**src/rtl/rr_mux_4_to_1.sv**
```systemverilog
// Round-robin 4:1 gather: arbitrates four valid/ready inputs into one registered word tagged with its channel.
// Latency: 1 clock from input accept to o_Valid.
// Backpressure: o_Ready is held low while the output register is full and i_Ready is low; held words stay stable.
module rr_mux_4_to_1 #(
    parameter int DATA_WIDTH = 8
) (
    input  logic                  i_Clk,
    input  logic                  i_Reset,
    input  logic [3:0]            i_Valid,
    input  logic [DATA_WIDTH-1:0] i_Data0,
    input  logic [DATA_WIDTH-1:0] i_Data1,
    input  logic [DATA_WIDTH-1:0] i_Data2,
    input  logic [DATA_WIDTH-1:0] i_Data3,
    output logic [3:0]            o_Ready,
    output logic                  o_Valid,
    output logic [DATA_WIDTH-1:0] o_Data,
    output logic                  o_Sel1,
    output logic                  o_Sel0,
    input  logic                  i_Ready
);

    typedef enum logic {
        EMPTY = 1'b0,
        FULL  = 1'b1
    } state_t;

    typedef struct packed {
        logic [1:0]            sel;
        logic [DATA_WIDTH-1:0] dat;
    } word_t;

    state_t                state;
    word_t                 out_word;
    logic [1:0]            ptr;
    logic                  load_en;
    logic                  winner_vld;
    logic [1:0]            winner;
    logic [1:0]            idx;
    logic [DATA_WIDTH-1:0] win_dat;

    assign load_en = (state == EMPTY) || i_Ready;

    // First requesting channel at or after ptr, wrapping around.
    always_comb begin
        winner_vld = 1'b0;
        winner     = 2'd0;
        idx        = 2'd0;
        for (int k = 0; k < 4; k++) begin
            idx = ptr + 2'(k);
            if (!winner_vld && i_Valid[idx]) begin
                winner_vld = 1'b1;
                winner     = idx;
            end
        end
    end

    always_comb begin
        win_dat = i_Data0;
        case (winner)
            2'd0: win_dat = i_Data0;
            2'd1: win_dat = i_Data1;
            2'd2: win_dat = i_Data2;
            2'd3: win_dat = i_Data3;
            default: win_dat = i_Data0;
        endcase
    end

    assign o_Ready = (load_en && winner_vld && !i_Reset) ? (4'b0001 << winner) : 4'b0000;

    always_ff @(posedge i_Clk) begin
        if (i_Reset) begin
            state    <= EMPTY;
            out_word <= '0;
            ptr      <= 2'd0;
        end else if (load_en) begin
            // A consumed word is replaced in the same edge when a channel wins.
            if (winner_vld) begin
                state        <= FULL;
                out_word.sel <= winner;
                out_word.dat <= win_dat;
                ptr          <= winner + 2'd1;
            end else begin
                state <= EMPTY;
            end
        end
    end

    assign o_Valid = (state == FULL);
    assign o_Data  = out_word.dat;
    assign o_Sel1  = out_word.sel[1];
    assign o_Sel0  = out_word.sel[0];

endmodule

```
**config.mk**
```make
export PLATFORM = sky130hd
export DESIGN_NAME = rr_mux_4_to_1
export DESIGN_NICKNAME = d
export VERILOG_FILES = /design/src/rtl/rr_mux_4_to_1.sv
export SDC_FILE = /design/constraint.sdc
export NUM_CORES = 1
export LEC_CHECK = 0
export ABC_AREA = 1
export CORE_MARGIN = 3
export CORE_UTILIZATION = 36
export CTS_BUF_LIST = sky130_fd_sc_hd__clkbuf_16
export CTS_CLUSTER_SIZE = 20
export DETAILED_ROUTE_END_ITERATION = 7
export GPL_ROUTABILITY_DRIVEN = 0
export PLACE_DENSITY = 0.77
export SLEW_MARGIN = 5
export SYNTH_ARGS = -nofsm -noshare
export SYNTH_HDL_FRONTEND = slang
export SYNTH_SLANG_ARGS = --single-unit
```
**constraint.sdc**
```tcl
create_clock -name i_Clk -period 2.3 [get_ports i_Clk]
set_input_delay 0.46 -clock i_Clk [delete_from_list [all_inputs] [get_ports i_Clk]]
set_output_delay 0.46 -clock i_Clk [all_outputs]
set_load 0.005 [all_outputs]
```
# ---- Word-level counts from Yosys, hierarchy flattened
# Index checks and enable logic that the tools add are counted.
dict set report totals {
  reg_bits 13
  inputBits 39
  output_inout_bits 15
  elab_cells 48
}
dict set report op_classes {
  add_sub_neg 4
  order_cmp 4
  eq_ne 3
  shift 1
  mux 19
  n_bitwise 1
  reduce_logical 12
}
# op n
set op_table {}
lappend op_table {{$pmux 8 s4} 1}
lappend op_table {{$lt 2x3->1 const B} 4}
lappend op_table {{$mux 1} 9}
lappend op_table {{$bmux 1 s2} 4}
lappend op_table {{$mux 2} 4}
lappend op_table {{$logic_and 1x1->1} 5}
lappend op_table {{$add 2x1->2 const B} 2}
lappend op_table {{$add 2x2->2 const B} 2}
lappend op_table {{$eq 2x2->1 const B} 2}
lappend op_table {{$logic_not 1->1} 4}
lappend op_table {{$mux 4} 1}
lappend op_table {{$shl 1x2->4 const A} 1}
lappend op_table {{$eq 2x1->1 const B} 1}
lappend op_table {{$logic_not 2->1} 1}
lappend op_table {{$reduce_and 2->1} 1}
lappend op_table {{$logic_or 1x1->1} 1}
lappend op_table {{$not 1->1} 1}

# ---- Longest topological paths before layout
# Gate-level depths: netlist (run 1).
dict set report depth {
  word_depth 15
  depth_mapped 17
  depth_no_buf 15
}

# ---- Worst setup path after synthesis (run 1)
# Ideal clock, no wire load.
dict set report synth_timing {
  path_kind {input-to-output}
  startpoint {in i_Valid[3]}
  endpoint {out o_Ready[2]}
  t_arrival_ns 1.757
  t_required_ns 1.840
  path_slack_ns 0.083
  cell_stages 13
  path_buffers 1
  cell_sequence {inv_1 > nand2_1 > nand3_1 > nand2_1 > nor2_4 > nand3_1 > nand3_1 > nand2_1 > inv_1 > ha_1 > clkbuf_1 > inv_1 > nor2_1}
}
dict set report synth_between {
  elab_cells_between_ends 26
  classes_between {shift: 1; mux: 17; reduce/logical: 8}
}
# item line
set synth_lines {}
lappend synth_lines {{from (decl)} 9} ;# input logic [3:0] i_Valid,
lappend synth_lines {{$bmux 1 s2} 50} ;# if (!winner_vld && i_Valid[idx]) begin
lappend synth_lines {{$mux 1 (implied by the code)} 50}
lappend synth_lines {{$mux 1} 50}
lappend synth_lines {{$logic_not 1->1} 50}
lappend synth_lines {{$logic_and 1x1->1} 50}
lappend synth_lines {{$mux 1} 50}
lappend synth_lines {{$logic_not 1->1} 50}
lappend synth_lines {{$logic_and 1x1->1} 50}
lappend synth_lines {{$mux 1} 50}
lappend synth_lines {{$logic_not 1->1} 50}
lappend synth_lines {{$logic_and 1x1->1} 50}
lappend synth_lines {{$mux 2 *} 50}
lappend synth_lines {{net winner[1]} 37} ;# logic [1:0] winner;
lappend synth_lines {{$shl 1x2->4 *} 68} ;# assign o_Ready = (load_en && winner_vld && !i_Reset) ? (4'b0001 << winner) : 4'b0000;
lappend synth_lines {{$mux 4 *} 68}
lappend synth_lines {{to (decl)} 14} ;# output logic [3:0] o_Ready,
# Mark *: on every way through the listed nets, which the timed path passes. The rest lies on a longest branch. The select of a mux whose other input is x is not followed.

# ---- Worst setup path after layout (run 1)
dict set report layout_timing {
  startpoint {reg ptr[0]}
  endpoint {out o_Ready[0]}
}
dict set report layout_between {
  elab_chain_cells 15
  elab_cells_between_ends 29
  classes_between {add/sub: 3; shift: 1; mux: 17; reduce/logical: 8}
}
# item line
set layout_lines {}
lappend layout_lines {{from (decl)} 34} ;# logic [1:0] ptr;
lappend layout_lines {{from (signal assigned)} 81} ;# ptr <= winner + 2'd1;
lappend layout_lines {{branches (longest 14 deep; another with $add 2x1->2)} -}
lappend layout_lines {{$mux 4 *} 68}
# Mark *: on every way between the ends. The select of a mux whose other input is x is not followed.

==> results.toml, run 1 <==
[outcome]
outcome = "finished, violations left"
violations = "negative setup slack"

[detailed_routing]
num_vias = 1404
wl_per_cell_um = 14.3
ant_nets = 0
drt_iter0_markers = 50
avgViaCountPerCell = 5.18
maxUsedRoutingLayer = "met4"
wl_met3_um = 308
met1_length_um = 1520
routed_wl_um = 3870
drtPass1Iterations = 4
dr_wl_met2_um = 1940
drc = 0

[finish]
diodes = 0
postLayoutCoreUtil = 0.785
nNetsFinal = 285
area_delta_synth_final_pct = 107
fin_area_um2 = 2180
drive_above_1_share = 0.454
fin_cells = 271
fillers = 159

[power]
vdd.ir_drop.worst_mv = 1.32
p_leak_nw = 1.01
p_per_area_nw_per_um2 = 1840

[worst_setup_path]
r2r_end = "o_Data[2]"
crit_start = "ptr[0]"
cp.arrival_ns = 1.92
endpoint_kind = "output port"
worstSetupStartpointType = "flip-flop"
r2r_slack_ns = 0
crit_fanout = 5
rr_worst_depth = 16
worstSetupPathType = "flip-flop to output port"
required_ns = 1.84
worstReg2RegStart = "ptr[0]"

[clock_network]
clock_latency_ns = 0.25
cts_tree = "built"
root_buffer = "clkbuf_16"
clock_path_buffers = 2
cts_buffers = 3
clkTransAtPathRegs_ns = 0.05
cts_hold_buf = 0
htree_levels = 1
clock_sinks = 13

[floorplanning]
core_um2 = 2780
io_pins = 54
row_count = 19
die_w_um = 60.2
initial_core_util = 0.380
die_y_um = 60.2
dieArea_um2 = 3620

[sta]
grt_setup_unrepaired = "yes"
fin_ws_ns = -0.0827
timing.final.crit_period_ns = 2.38
fin_hold_ws_ns = 0.467
setup-violations-final = 5
hold_viol = 0
drv_slew = 0
fmax_mhz = 420
skew_ns = 0.00355
worst_pin_slew_ns = 0.170
period_share = 1.04
relSlewSlack = 0.886

[global_routing]
grt_pass1_vias = 1239
antenna_found_initial = 0
grt_max_degree = 16
grt_pass1_wl_um = 5090
grt_util_all_layers = 0.185
overflow = 0

[placed_design]
dp_cells = 258
dpl_cell_area_um2 = 1740
io_buffers = 53
dp_hpwl_um = 2300
place_ws_ns = -0.731

[yosys]
synth.area.top_cells = "dfxtp_1 (25%), nand2_1 (16%), nand3_1 (8.0%)"
synth.avg_cell_area_um2 = 6.53
ys_seq_area_frac = 0.246
synth_top_area_share = 0.246
synth.most_common_cell = "nand2_1"
synth-seq-cells = 13
ys.flop_type = "dfxtp_1"
synth_nets = 206
netlist-cell-type-count = 22
synth_common_cells = "nand2_1 (46), inv_1 (20), nand3_1 (17), dfxtp_1 (13), nor2_1 (11)"
synth_edf_count = 0
synth_area_um2 = 1060
postSynth.asyncResetShare = 0
synthCells = 162
yosysWarningCount = 0
synth_top_area_cell = "dfxtp_1"

[hold_path]
hold_depth = 2
hold_end = "o_Sel0"
hold_path_class = "flip-flop to flip-flop"
min_from = "o_Sel0"

[run]
maxCapViolations = 0
[stage by stage]
stage / setup TNS (ns) / power (mW)
after CTS: -0.0709 / 3.13
final: -0.260 / 4.01
after floorplan: 0 / 1.66
after detailed placement: -5.50 / 2.52
after global placement: -4.84 / 2.48
after global routing: -1.15 / 4.27
[kinds of logic (layout without fill, tap and decap cells)]
| family | after synthesis | count (layout) | synth area share |
|---|---|---|---|
| flops | 13 | 13 | 0.246 |
| buf+inv | 32 | 110 | 0.141 |
| compound gates | 29 | 29 | 0.200 |
| simple gates | 83 | 83 | 0.354 |
| fa+ha+maj | 5 | 5 | 0.0592 |
[worst max-delay path, stage by stage (launching register included)]
cell and delay [ns]:
dfxtp_4 0.37, buf_4 0.14, nand2_2 0.05, nand2_2 0.07, nand2_2 0.10, nand2_2 0.07
nor2_4 0.15, nand3_2 0.10, nand3_2 0.10, nand2_4 0.07, buf_6 0.12, ha_4 0.15
inv_2 0.03, nor2_1 0.03, buf_2 0.12
[layer usage]
metal  track usage  vias up
met4        0.0886        0
met2         0.292       65
met1         0.219      646
met5             0        -
met3        0.0713       13
li1              -      680
[registers in the layout (all words and copies together), names as in the netlist]
name and count:
o_Sel1 1, o_Sel0 1, o_Data 8, ptr 2, o_Valid 1
[report_power, final]
| part | internal [mW] | switching (mW) | leakage [nW] |
|---|---|---|---|
| Sequential | 0.323 | 0.0634 | 0.109 |
| Combinational | 1.65 | 1.64 | 0.856 |
| Clock | 0.232 | 0.103 | 0.0409 |
[area by class of cell]
class / instances / area, um2 / share of cell area
clock buffer: 3 / 75.1 / 0.0344
clock inverter: 1 / 5.00 / 0.00229
inverter: 24 / 103 / 0.0470
multi-input combinational: 117 / 920 / 0.421
sequential: 13 / 268 / 0.123
tap: 31 / 38.8 / 0.0178
timing repair buffer: 82 / 774 / 0.355
[cells in the final DEF (no fill, tap or decap), types with 8 or more instances in the layout]
cell type         n
a22o_1            8
buf_4            21
clkdlybuf4s50_1  45
dfxtp_1          11
inv_1            14
nand2_1          24
nand2_2          17
nand2_4          12
nand3_1           9
nor2_1           10
[repair_timing]
action,in CTS,in global routing
resized for setup,60,45
buffers inserted,4,4
pin swaps,20,25
endpoints found under the setup margin,12,12
endpoints found under the hold margin,0,0
cloned,0,1
[how the worst max path moves through the flow]
stage / end / slack, ns / cells past startpoint
2_1_floorplan: o_Ready[2] / 0.08 / 13
6_report: o_Ready[0] / -0.08 / 14
5_1_grt: o_Ready[0] / -0.18 / 14
3_5_place_dp: o_Ready[3] / -0.73 / 15
3_3_place_gp: o_Ready[1] / -0.67 / 15
4_1_cts: o_Ready[3] / -0.05 / 14
Power figures use the tool's default switching activity.
==> inputs of run 2 (changes only) <==
--- a/config.mk
+++ b/config.mk
@@ -6,6 +6,7 @@
 export NUM_CORES = 1
 export LEC_CHECK = 0
 export ABC_AREA = 1
+export CORE_ASPECT_RATIO = 0.9
 export CORE_MARGIN = 3
 export CORE_UTILIZATION = 36
 export CTS_BUF_LIST = sky130_fd_sc_hd__clkbuf_16
==> results.toml, run 2 (synthesis gave the netlist of run 1 again) <==
[detailed_routing]
wl_per_cell_um = 15.1
num_vias = 1366
drt_iter0_markers = 92
drc = 0
avgViaCountPerCell = 4.99
ant_nets = 0
drtPass1Iterations = 4
routed_wl_um = 4130

[worst_setup_path]
r2r_slack_ns = -0.03
required_ns = 1.84
worstReg2RegStart = "ptr[0]"
worst_path_max_delay_cell = "dfxtp_4"
crit_chain = "buf_12, inv_8, nand2_2, nand3_2, nand2_2, nand3_1, nand2_1, nand2_1, nand2_2, nand2_4, inv_4, ha_4, inv_2, nor2_1, buf_2"
r2r_end = "o_Data[7]"
cp.arrival_ns = 1.97
worstSetupPathType = "flip-flop to output port"
crit_top_cell = "nand2_2"
crit_buf_inv = 5
endpoint_kind = "output port"
critPathTopFamily = "simple AND/OR/NAND/NOR gates"
crit_start = "ptr[0]"
crit_fanout = 7
worstSetupStartpointType = "flip-flop"
slowest_delay_ns = 0.38
rr_worst_depth = 17
crit_path_end = "o_Ready[1]"
worst-path-stages = 15

[sta]
finalSetupTns_ns = -0.510
fmax_mhz = 411
relSlewSlack = 0.864
period_share = 1.06
timing.final.crit_period_ns = 2.43
drv_slew = 0
fin_ws_ns = -0.134
fin_hold_ws_ns = 0.464
skew_ns = 0.00134
setup-violations-final = 9
grt_setup_unrepaired = "yes"
worst_pin_slew_ns = 0.204
hold_viol = 0

[global_routing]
overflow = 0
grt_pass1_vias = 1294
grt_pass1_wl_um = 6000
grt_util_all_layers = 0.209
antenna_found_initial = 0
grt_max_degree = 17

[power]
p_per_area_nw_per_um2 = 1840
vdd.ir_drop.worst_mv = 1.15
p_leak_nw = 0.982
p_total_mw = 3.88

[floorplanning]
initial_core_util = 0.382
core_um2 = 2770
die_w_um = 63.1
row_count = 18
die_y_um = 57.4
io_pins = 54
dieArea_um2 = 3620

[placed_design]
dp_hpwl_um = 2400
dp_cells = 261
io_buffers = 53

[finish]
drive_above_1_share = 0.402
largest_reg_flops = 8
postLayoutCoreUtil = 0.763
fin_cells = 274
nNetsFinal = 279
final_common_cell = "clkdlybuf4s50_1"
fillers = 186
area_delta_synth_final_pct = 99.9
diodes = 0
final_cell_mix = "clkdlybuf4s50_1 (45), nand2_1 (30), buf_4 (17)"

[hold_path]
hold_path_class = "flip-flop to flip-flop"

[clock_network]
clkTransAtPathRegs_ns = 0.05
cts_hold_buf = 0
cts_buffers = 3
htree_levels = 1
root_buffer = "clkbuf_16"
clock_sinks = 13
clock_path_buffers = 2
clock_latency_ns = 0.24
cts_tree = "built"

[outcome]
violations = "negative setup slack"
outcome = "finished, violations left"

[run]
maxCapViolations = 0
==> run 2: changes by cell type in the layout (fill, tap and decap cells not counted), moves of 3 or more <==
cell,before,now
buf_4,21,17
buf_6,6,2
dlygate4sd2_1,1,4
nand2_1,24,30
nand2_2,17,13
nand3_4,3,0
o22ai_2,5,8
==> run 2: power by group <==
group          switching, mW  leakage, nW  internal [mW]
combinational           1.62        0.831           1.54
clock                 0.0998       0.0423          0.230
sequential            0.0640        0.109          0.321
total                   1.79        0.982           2.09
==> run 2: how the worst min path moves through the flow <==
stage | to | cells past startpoint | from | slack [ns]
finish | o_Sel0 | 2 | o_Sel0 | 0.46
CTS | o_Sel0 | 2 | o_Sel0 | 0.47
global placement | o_Sel0 | 2 | o_Sel0 | 0.46
floorplan | o_Sel0 | 2 | o_Sel0 | 0.46
global route | o_Sel0 | 2 | o_Sel0 | 0.48
detailed placement | o_Sel0 | 2 | o_Sel0 | 0.46
==> run 2: per-layer routing <==
layer	vias to the layer above	GRT usage	routed length, um
li1	669	-	-
met1	638	0.261	1770
met2	47	0.356	2080
met3	12	0.0256	168
met4	0	0.104	114
met5	-	0	0
==> run 2: final cells by class <==
cell class / instances / area [um2] / share of cell area
tap: 40 / 50.0 / 0.0237
multi-input combinational: 117 / 866 / 0.410
clock inverter: 1 / 3.75 / 0.00178
sequential: 13 / 265 / 0.126
timing repair buffer: 76 / 748 / 0.354
clock buffer: 3 / 75.1 / 0.0355
inverter: 24 / 105 / 0.0497
==> run 2: what timing repair did <==
item	CTS	global route
endpoints found under the hold margin	0	0
pin swaps	23	12
setup buffers	4	3
gates cloned	1	1
resized for setup	74	11
setup endpoints to repair	12	12
==> run 2: through the flow <==
step	setup WS (ns)	area, um2
after floorplan	0.0832	1060
after global placement	-0.660	1710
after detailed placement	-0.728	1710
after CTS	-0.0655	2030
after global routing	-0.221	2110
final	-0.134	2110
==> run 2: worst min-delay path: cells and delay by family (launching register included) <==
kind	cells	cell delay, ns
compound gates	1	0.04
flops	1	0.31
simple gates	1	0.07
